<file path="config.mk">
export PLATFORM = sky130hd
export DESIGN_NAME = pipelined_adder_nbit
export DESIGN_NICKNAME = d
export VERILOG_FILES = /design/src/rtl/pipelined_adder_nbit.sv
export SDC_FILE = /design/constraint.sdc
export NUM_CORES = 1
export LEC_CHECK = 0
export CORE_MARGIN = 1
export CORE_UTILIZATION = 60
export DETAILED_ROUTE_END_ITERATION = 6
export PLACE_DENSITY = 0.95
export SLEW_MARGIN = 0
export SYNTH_ARGS = -nofsm -noshare
export SYNTH_HDL_FRONTEND = slang
export SYNTH_SLANG_ARGS = --single-unit
</file>
<file path="constraint.sdc">
create_clock -name clk -period 4.95 [get_ports clk]
set_input_delay 1.485 -clock clk [delete_from_list [all_inputs] [get_ports clk]]
set_output_delay 1.485 -clock clk [all_outputs]
set_load 0.1 [all_outputs]
</file>
<file path="src/rtl/pipelined_adder_nbit.sv">
// Pipelined ripple-carry add/subtract: WIDTH bits split into STAGES chunks, one chunk per stage.
// Optional signed-overflow output enabled by defining PIPELINED_ADDER_OVF_EN.
module pipelined_adder_nbit #(
   parameter int WIDTH  = 32,
   parameter int STAGES = 4
) (
   input  logic             clk,
   input  logic             reset_n,
   input  logic             in_valid,
   output logic             in_ready,
   input  logic [WIDTH-1:0] x,
   input  logic [WIDTH-1:0] y,
   input  logic             c_in,
   input  logic             sub,
   output logic             out_valid,
   input  logic             out_ready,
   output logic [WIDTH-1:0] sum,
   output logic             c_out
`ifdef PIPELINED_ADDER_OVF_EN
   ,
   output logic             ovf
`endif
);

   localparam int CW   = WIDTH / STAGES;
   localparam int LAST = STAGES - 1;

   logic adv;

   assign adv      = !out_valid || out_ready;
   assign in_ready = adv;

   genvar k;
   generate
      for (k = 0; k < STAGES; k++) begin : stg
         logic             vld_q;
         logic             cy_q;
         logic [WIDTH-1:0] a_q;
         logic [WIDTH-1:0] b_q;
         logic [WIDTH-1:0] res_q;

         logic             vld_d;
         logic             cy_d;
         logic [WIDTH-1:0] a_d;
         logic [WIDTH-1:0] b_d;
         logic [WIDTH-1:0] res_d;
         logic [WIDTH-1:0] res_n;
         logic [CW:0]      add;

         if (k == 0) begin : g_head
            // Subtract is folded in here: later stages only ever add.
            assign vld_d = in_valid;
            assign a_d   = x;
            assign b_d   = sub ? ~y : y;
            assign cy_d  = sub ? 1'b1 : c_in;
            assign res_d = '0;
         end else begin : g_body
            assign vld_d = stg[k-1].vld_q;
            assign a_d   = stg[k-1].a_q;
            assign b_d   = stg[k-1].b_q;
            assign cy_d  = stg[k-1].cy_q;
            assign res_d = stg[k-1].res_q;
         end

         assign add = {1'b0, a_d[k*CW +: CW]} + {1'b0, b_d[k*CW +: CW]} + {{CW{1'b0}}, cy_d};

         always_comb begin
            res_n              = res_d;
            res_n[k*CW +: CW]  = add[CW-1:0];
         end

         // Data registers load only with valid data so the output holds through bubbles.
         always_ff @(posedge clk or negedge reset_n) begin
            if (!reset_n) begin
               vld_q <= 1'b0;
               cy_q  <= 1'b0;
               a_q   <= '0;
               b_q   <= '0;
               res_q <= '0;
            end else if (adv) begin
               vld_q <= vld_d;
               if (vld_d) begin
                  cy_q  <= add[CW];
                  a_q   <= a_d;
                  b_q   <= b_d;
                  res_q <= res_n;
               end
            end
         end

`ifdef PIPELINED_ADDER_OVF_EN
         if (k == LAST) begin : g_ovf
            logic ovf_q;
            // Carry into the MSB is recovered as a ^ b ^ sum at that bit.
            always_ff @(posedge clk or negedge reset_n) begin
               if (!reset_n) begin
                  ovf_q <= 1'b0;
               end else if (adv && vld_d) begin
                  ovf_q <= a_d[WIDTH-1] ^ b_d[WIDTH-1] ^ add[CW-1] ^ add[CW];
               end
            end
         end
`endif
      end
   endgenerate

   assign out_valid = stg[LAST].vld_q;
   assign sum       = stg[LAST].res_q;
   assign c_out     = stg[LAST].cy_q;

`ifdef PIPELINED_ADDER_OVF_EN
   assign ovf = stg[LAST].g_ovf.ovf_q;
`endif

endmodule
</file>
==> results.py, run 1 <==
metrics = {
    "placed_design": {
        "placed_area_um2": 9806,
        "port-buffer-count": 104,
        "routabilityCongestion": 0.8444,
        "dp_hpwl_um": 12560,
    },
    "finish": {
        "mostFrequentLayoutCell": "dfrtp_1",
        "final_nets": 891,
        "ff_latch_area_um2": 4604,
        "diodes": 0,
        "final_cell_mix": "184 x dfrtp_1, 124 x mux2_2, 101 x clkdlybuf4s50_1",
        "design_area_um2": 10510,
        "multi_input_area_um2": 3794,
        "final_util_pct": 75.15,
        "area_delta_synth_final_pct": 21.66,
        "fillers": 802,
        "drive_gt1_share_pct": 23.06,
    },
    "synthesis": {
        "syn_area_um2": 8641,
        "synth_adder_area_share_pct": 5.908,
        "synth_top_family_by_area": "multiplexers",
        "syn_nets": 788,
        "synth_mux_area_share_pct": 16.16,
        "synth_top_area_share_pct": 53.29,
        "synth-main-ff-cell": "dfrtp_1",
        "synth-compound-area-share_pct": 9.745,
        "synth_edf_count": 0,
        "synthTopCellsByArea": "dfrtp_1 53%, mux2_2 16%, ha_1 4.1%",
        "synth_cell_types": 46,
        "avgSynthCellArea_um2": 12.67,
        "synthSimpleGateAreaFrac_pct": 7.718,
        "synth_xor_area_share_pct": 4.257,
        "synth_cells": 682,
        "async_reset_ff_share_pct": 100.0,
        "yosysWarnings": 0,
        "ys_seq_area_share_pct": 53.29,
        "yosysTopAreaCell": "dfrtp_1",
        "ys_ff_latch": 184,
    },
    "power": {
        "p_leak_nw": 4.518,
        "peakVddDrop_mv": 0.4679,
        "power_density_nw_per_um2": 772.8,
        "power_w": 0.008124,
    },
    "global_route": {
        "grt_use_total_pct": 28.58,
        "grt_pass1_wl_um": 31880,
        "grt_pass1_vias": 6334,
        "grt_max_degree": 114,
        "grt.overflow.total": 0,
        "antenna_found_initial": 0,
    },
    "hold_path": {
        "hold_class": "flip-flop to flip-flop",
    },
    "timing": {
        "fin_tns_setup_ns": 0,
        "finalSetupViolCount": 0,
        "drv_slew": 0,
        "rsz0062_at_grt": "no",
        "hold_violations": 0,
        "period_share_pct": 76.17,
        "max-slew-margin-rel_pct": 34.70,
        "tightest_slew_ns": 0.9765,
        "fmax_mhz": 265.2,
        "skew_ns": 0.007702,
        "finalHoldWorstSlack_ns": 0.4870,
        "fin_crit_ns": 3.771,
    },
    "routing": {
        "wl_per_cell_um": 19.89,
        "postRouteAntennaNets": 0,
        "drt_iter0_drc": 738,
        "post-route-drc-count": 0,
        "wl_um": 19450,
        "vias": 6013,
        "vias_per_cell": 6.148,
        "dr.pass1.iters": 5,
    },
    "cts": {
        "cts_buffers": 17,
        "cts_max_level": 4,
        "cts_hold_buf": 0,
        "root_buffer": "clkbuf_16",
        "clockBufferDepth": 2,
        "clkTransAtPathRegs_ns": 0.06,
        "cts_sinks": 184,
        "worstSkewPairLatency_ns": 0.43,
        "ctsResizeCount": 0,
        "cts_tree": "yes",
        "post_cts_buffers": 0,
    },
    "critical_path": {
        "cp_max_fo": 2,
        "crit_required_ns": 3.46,
        "ff2ff_setup_slack_ns": 2.61,
        "crit_path_end_kind": "output pin",
        "worstPathArrival_ns": 2.29,
        "startpoint_type": "primary input",
        "worstSetupPathType": "primary input to output pin",
    },
    "die": {
        "initial_core_util_pct": 61.77,
        "dieArea_um2": 14890,
        "core_um2": 13990,
        "io_pins": 105,
        "die_h_um": 122.0,
        "die_w_um": 122.0,
        "std_cell_rows": 43,
    },
    "run": {
        "drv_cap": 0,
    },
    "run_status": {
        "status": "finished, final reports clean",
    },
}
## layer usage
layer	wire length (µm)	global-route usage (%)	vias to the layer above
met5	0	0	-
met4	726	14.58	0
met2	10030	48.69	291
li1	-	-	2659
met1	7622	34.46	2982
met3	1075	5.665	81
## final timing paths
kind,startpoint,to,cells past startpoint
worst max-delay path,out_ready,in_ready,4
worst min-delay path,stg[0].b_q[26],stg[0].b_q[26],2
worst max register to register,stg[0].cy_q,stg[1].cy_q,6
worst min register to register,stg[0].b_q[26],stg[0].b_q[26],2
max in group asynchronous,reset_n,sum[26],2
min in group asynchronous,reset_n,sum[15],1
## worst max-delay path, cell delays in order
cell             delay [ns]
clkdlybuf4s50_1        0.51
nor2b_4                0.05
inv_2                  0.07
buf_12                 0.17
## registers in the layout (all words and copies together) (netlist names)
name / flops
stg.a_q: 48
sum: 32
stg.cy_q: 3
out_valid: 1
stg.vld_q: 3
stg.b_q: 48
stg.res_q: 48
c_out: 1
## cells in the mapped netlist, types with 10 or more instances
cell	instances
nand4b_1	13
nor3_1	10
o21ai_0	65
buf_2	16
nor2_1	13
xnor2_1	26
dfrtp_1	184
xor2_1	16
ha_1	28
o21bai_1	10
a211oi_1	10
mux2_2	124
inv_1	13
nand2_1	44
## stage by stage
step | std cells | setup WS (ns)
3_3_place_gp | 946 | 1.110
6_report | 978 | 1.179
5_1_grt | 978 | 1.165
2_1_floorplan | 682 | 0.8241
4_1_cts | 978 | 1.171
3_5_place_dp | 946 | 1.004
## final cells by class
type                    count  area share, %
repair buffers            115          10.75
flip-flops and latches    184          43.80
inverters                  14         0.4999
multi-input cells         453          36.09
clock buffers              19          4.118
well taps                 180          2.142
clock inverters            13          2.607
## power breakdown
| part | switching, W | total [W] | internal [W] |
|---|---|---|---|
| registers | 0.000434 | 0.00262 | 0.00219 |
| logic | 0.00238 | 0.00388 | 0.00150 |
| clock network | 0.000570 | 0.00162 | 0.00105 |
## cells by family (layout without fill, tap and decap cells)
group / after synthesis / count (layout)
DFF: 184 / 184
AOI/OAI and AO/OA: 131 / 131
adders and majority gates: 36 / 36
muxes: 124 / 124
buffers and inverters: 45 / 161
xor gates and xnor gates: 42 / 42
and+or+nand+nor: 120 / 120
Note: power is estimated with default switching activity, not from simulation.
==> run 2: changes to the inputs <==
Settings changed: CORE_UTILIZATION 60 to 56, PLACE_DENSITY 0.95 to 0.91.
Clock period 4.95 ns to 3.6 ns, I/O delays scaled along.
==> run 2 against run 1 <==
Effect of this change: the flow now finishes with violations (DRC); sequential power is 36% higher; sequential cell count unchanged; sequential share of layout area grew 0.50 points; critical endpoint is now stg[0].res_q[6]; largest cell class unchanged; largest power group unchanged.
==> results.py, run 2 (synthesized netlist as in run 1, its figures left out) <==
metrics = {
    "critical_path": {
        "worst_r2r_path_depth": 6,
        "cp_slowest_stage_delay_ns": 0.47,
        "crit_top_cell": "fa_1",
        "crit_path_end_kind": "flip-flop",
        "worstPathCellList": "clkdlybuf4s50_1 -> or2_2 -> fa_1 -> inv_1 -> fa_1 -> nor2b_4 -> o31a_1 -> or4_1 -> nand3_1",
        "crit_required_ns": 3.97,
        "path_delay_family": "simple AND/OR/NAND/NOR gates",
        "cp.depth": 9,
        "startpoint_type": "primary input",
        "cp_max_fo": 4,
        "worstSetupPathType": "primary input to flip-flop",
        "cp_slowest_cell": "or4_1",
        "worstPathArrival_ns": 3.41,
        "cp_num_buf_inv": 2,
    },
    "finish": {
        "area_delta_synth_final_pct": 20.30,
        "final_cell_mix": "184 x dfrtp_1, 124 x mux2_2, 67 x clkdlybuf4s50_1",
        "diodes": 0,
        "drive_gt1_share_pct": 27.65,
        "mostFrequentLayoutCell": "dfrtp_1",
        "final_util_pct": 68.63,
        "top_regs": "stg.a_q x48, stg.b_q x48, stg.res_q x48",
        "fillers": 1041,
        "final_nets": 898,
    },
    "routing": {
        "dr.pass1.iters": 6,
        "postRouteAntennaNets": 0,
        "vias_per_cell": 5.820,
        "post-route-drc-count": 1,
        "wl_per_cell_um": 17.91,
        "vias": 5768,
        "wl_um": 17740,
        "drt_iter0_drc": 392,
    },
    "global_route": {
        "grt_pass1_vias": 5907,
        "grt.overflow.total": 0,
        "grt_use_total_pct": 24.17,
        "gr-usage-met1_pct": 30.21,
        "grt_use_met2_pct": 40.33,
        "grt_pass1_wl_um": 29730,
        "grt_busiest_layer": "met2",
        "antenna_found_initial": 0,
        "use_met3_pct": 6.075,
        "grt_max_degree": 71,
    },
    "hold_path": {
        "hold_depth": 1,
        "hold_class": "flip-flop to flip-flop",
    },
    "timing": {
        "fmax_mhz": 329.0,
        "skew_ns": 0.007996,
        "tightest_slew_ns": 0.6354,
        "drv_slew": 0,
        "period_share_pct": 84.42,
        "hold_violations": 0,
        "max-slew-margin-rel_pct": 57.64,
        "setup_ws_ns": 0.5608,
        "finalSetupViolCount": 0,
        "fin_crit_ns": 3.039,
        "fin_tns_setup_ns": 0,
        "rsz0062_at_grt": "no",
    },
    "power": {
        "power_frac_seq_pct": 33.7,
        "power_density_nw_per_um2": 1021,
        "peakVddDrop_mv": 0.5372,
        "pwr-share-clk_pct": 17.6,
        "swShare_pct": 42.02,
        "power_switching_w": 0.004461,
        "p_comb_share_pct": 48.7,
        "p_leak_nw": 4.541,
        "p_int_w": 0.006155,
    },
    "placed_design": {
        "dp_hpwl_um": 12250,
        "routabilityCongestion": 0.8421,
        "pre_cts_slack_ns": 0.1193,
        "port-buffer-count": 104,
    },
    "cts": {
        "post_cts_buffers": 0,
        "cts_hold_buf": 0,
        "cts_buffers": 17,
        "worstSkewPairLatency_ns": 0.43,
        "cts_sinks": 184,
        "clockBufferDepth": 2,
        "cts_tree": "yes",
        "cts_max_level": 4,
        "root_buffer": "clkbuf_16",
        "clkTransAtPathRegs_ns": 0.06,
        "ctsResizeCount": 0,
    },
    "die": {
        "core_um2": 15150,
        "io_pins": 105,
        "die_w_um": 126.2,
        "die_h_um": 126.2,
        "dieArea_um2": 15930,
        "initial_core_util_pct": 57.05,
        "std_cell_rows": 45,
    },
    "run": {
        "drv_cap": 0,
    },
    "run_status": {
        "status": "complete, but fails checks",
        "violations": "DRC",
    },
}
==> run 2: cell type report <==
class / count / area, µm² / share of cell area [%]
flip-flops and latches: 184 / 4604 / 44.29
multi-input cells: 453 / 3794 / 36.49
repair buffers: 122 / 1122 / 10.80
clock buffers: 22 / 464.2 / 4.466
well taps: 188 / 235.2 / 2.263
clock inverters: 8 / 122.6 / 1.180
inverters: 14 / 52.55 / 0.5055
==> run 2: metrics by stage <==
| stage | power [W] | cells | area [µm²] | hold slack, ns |
|---|---|---|---|---|
| CTS | 0.01064 | 991 | 10400 | 0.4756 |
| detailed placement | 0.008690 | 961 | 9808 | 0.4619 |
| global placement | 0.008456 | 961 | 9808 | 0.4566 |
| floorplan | 0.007483 | 682 | 8641 | 0.4429 |
| global route | 0.01120 | 991 | 10400 | 0.4921 |
| finish | 0.01062 | 991 | 10400 | 0.4728 |
==> run 2: power groups by stage <==
stage / sequential (W) / clock, W / combinational, W
after floorplan: 0.00476 / 0 / 0.00272
after global placement: 0.00354 / 0 / 0.00492
after CTS: 0.00357 / 0.00190 / 0.00517
after global routing: 0.00368 / 0.00198 / 0.00555
after detailed placement: 0.00360 / 0 / 0.00509
final: 0.00357 / 0.00187 / 0.00517
==> run 2: worst paths after layout <==
| path | from | end | slack, ns |
|---|---|---|---|
| max in group asynchronous | reset_n | stg[1].b_q[18] | 2.10 |
| max reg2reg | stg[0].cy_q | stg[1].res_q[14] | 1.21 |
| min reg2reg | stg[0].res_q[4] | stg[0].res_q[4] | 0.47 |
| min in group asynchronous | reset_n | stg[2].a_q[27] | 0.64 |
| max | c_in | stg[0].res_q[6] | 0.56 |
| min | stg[0].res_q[4] | stg[0].res_q[4] | 0.47 |
==> run 2: routing by layer <==
metal,routed length (µm),up-vias
li1,-,2663
met3,813,31
met1,7571,2908
met4,348,0
met5,0,-
met2,9010,166
==> run 3: changes to the inputs <==
Settings changed: CORE_UTILIZATION 56 to 51, PLACE_DENSITY 0.91 to 0.88.
Clock period 3.6 ns to 2.66 ns, I/O delays scaled along.
==> run 3 against run 2 <==
Effect of this change: the run now ends clean; first-iteration DRC count down 13%; register-to-register slack lost 0.92 ns; wire length shrank 1.5%.
==> results.py, run 3 (synthesized netlist as in run 1, its figures left out) <==
metrics = {
    "run_status": {
        "status": "finished, final reports clean",
    },
    "cts": {
        "clockBufferDepth": 2,
        "cts_max_level": 4,
        "cts_tree": "yes",
        "ctsResizeCount": 0,
        "cts_buffers": 17,
        "root_buffer": "clkbuf_16",
        "worstSkewPairLatency_ns": 0.43,
        "cts_sinks": 184,
        "clkTransAtPathRegs_ns": 0.07,
    },
    "run": {
        "drv_cap": 0,
    },
    "timing": {
        "tightest_slew_ns": 0.5047,
        "period_share_pct": 96.09,
        "drv_slew": 0,
        "hold_violations": 0,
        "rsz0062_at_grt": "no",
        "finalHoldWorstSlack_ns": 0.3056,
        "finalSetupViolCount": 0,
        "fin_crit_ns": 2.556,
        "fmax_mhz": 391.2,
        "skew_ns": 0.01051,
        "max-slew-margin-rel_pct": 66.35,
    },
    "finish": {
        "drive_gt1_share_pct": 29.29,
        "ff_latch_area_um2": 4604,
        "mostFrequentLayoutCell": "dfrtp_1",
        "fillers": 1238,
        "area_delta_synth_final_pct": 23.01,
        "top_regs": "stg.a_q x48, stg.b_q x48, stg.res_q x48",
        "final_cell_mix": "184 x dfrtp_1, 124 x mux2_2, 67 x clkdlybuf4s50_1",
        "final_util_pct": 64.09,
        "finalNonFillerCells": 1036,
        "diodes": 0,
        "final_nets": 909,
        "multi_input_area_um2": 3801,
    },
    "global_route": {
        "grt_use_total_pct": 21.62,
        "grt.overflow.total": 0,
        "grt_max_degree": 52,
        "grt_pass1_wl_um": 29640,
        "grt_pass1_vias": 5954,
        "antenna_found_initial": 0,
    },
    "die": {
        "die_h_um": 132.2,
        "core_um2": 16580,
        "dieArea_um2": 17470,
        "io_pins": 105,
        "std_cell_rows": 47,
        "initial_core_util_pct": 52.11,
        "die_w_um": 132.2,
    },
    "placed_design": {
        "port-buffer-count": 104,
        "placedCellCount": 1004,
        "routabilityCongestion": 0.8058,
        "dp_hpwl_um": 12020,
    },
    "critical_path": {
        "reg2reg_from": "stg[1].cy_q",
        "worstSetupPathType": "primary input to flip-flop",
        "startpoint_type": "primary input",
        "cp_max_fo": 2,
        "worstSetupEndpoint": "stg[0].res_q[6]",
        "worst_r2r_path_depth": 6,
        "worstPathArrival_ns": 2.92,
        "crit_path_end_kind": "flip-flop",
        "ff2ff_setup_slack_ns": 0.29,
        "r2r_end": "stg[2].cy_q",
        "crit_required_ns": 3.02,
        "crit_start": "c_in",
    },
    "routing": {
        "vias_per_cell": 5.542,
        "postRouteAntennaNets": 0,
        "vias": 5741,
        "drt_iter0_drc": 343,
        "route.met2.wl_um": 8618,
        "route.top_layer_used": "met4",
        "dr_wl_met3_um": 688,
        "wl_um": 17490,
        "post-route-drc-count": 0,
        "wirelength_met1_um": 7728,
        "wl_per_cell_um": 16.88,
        "dr.pass1.iters": 4,
    },
    "power": {
        "p_leak_nw": 4.638,
        "peakVddDrop_mv": 0.7353,
        "power_density_nw_per_um2": 1364,
    },
    "hold_path": {
        "hold_class": "primary input to async pin",
    },
}
==> run 3: per-layer routing <==
| metal | vias to the layer above | global-route usage [%] |
|---|---|---|
| met5 | - | 0 |
| met2 | 137 | 35.60 |
| li1 | 2707 | - |
| met4 | 0 | 9.044 |
| met3 | 38 | 4.268 |
| met1 | 2859 | 28.04 |
==> run 3: stage by stage <==
stage                     setup WS, ns  area, µm²  total power [W]  TNS [ns]
final                           0.1040      10630          0.01450         0
after global routing           0.02684      10630          0.01532         0
after CTS                      0.03795      10630          0.01457         0
after detailed placement       -0.4107      10010          0.01186    -1.334
after global placement         -0.3822      10010          0.01158    -1.147
after floorplan                -0.1934       8672          0.01014   -0.1934
==> run 3: worst min path at each step <==
stage                                   to  slack [ns]  cells past startpoint
after CTS                 stg[1].res_q[12]        0.33                      1
after global routing      stg[1].res_q[12]        0.34                      1
final                     stg[1].res_q[12]        0.31                      1
after detailed placement  stg[1].res_q[14]        0.46                      2
after global placement      stg[0].b_q[28]        0.46                      2
after floorplan           stg[1].res_q[14]        0.44                      2
==> run 3: cell type report <==
type                       count  share of cell area (%)
clock buffer                  22                   4.461
clock inverter                10                   1.330
inverter                      14                  0.4944
multi-input combinational    453                   35.76
sequential                   184                   43.32
tap                          220                   2.590
timing repair buffer         133                   12.04
==> run 3: worst max-delay path, cell delays in order <==
cell,delay (ns)
clkdlybuf4s50_1,0.40
or2_4,0.25
fa_2,0.36
inv_2,0.07
fa_2,0.23
nor2b_4,0.05
o31a_1,0.28
or4_1,0.40
nand3_1,0.09
==> run 3: power breakdown <==
group	switching, W	internal [W]
Sequential	0.000729	0.00407
Clock	0.00105	0.00156
Combinational	0.00424	0.00284
==> run 3: repair_timing <==
action | in CTS | in global routing
buffers inserted | 0 | 0
endpoints found under the setup margin | 0 | 2
hold buffers | 0 | 0
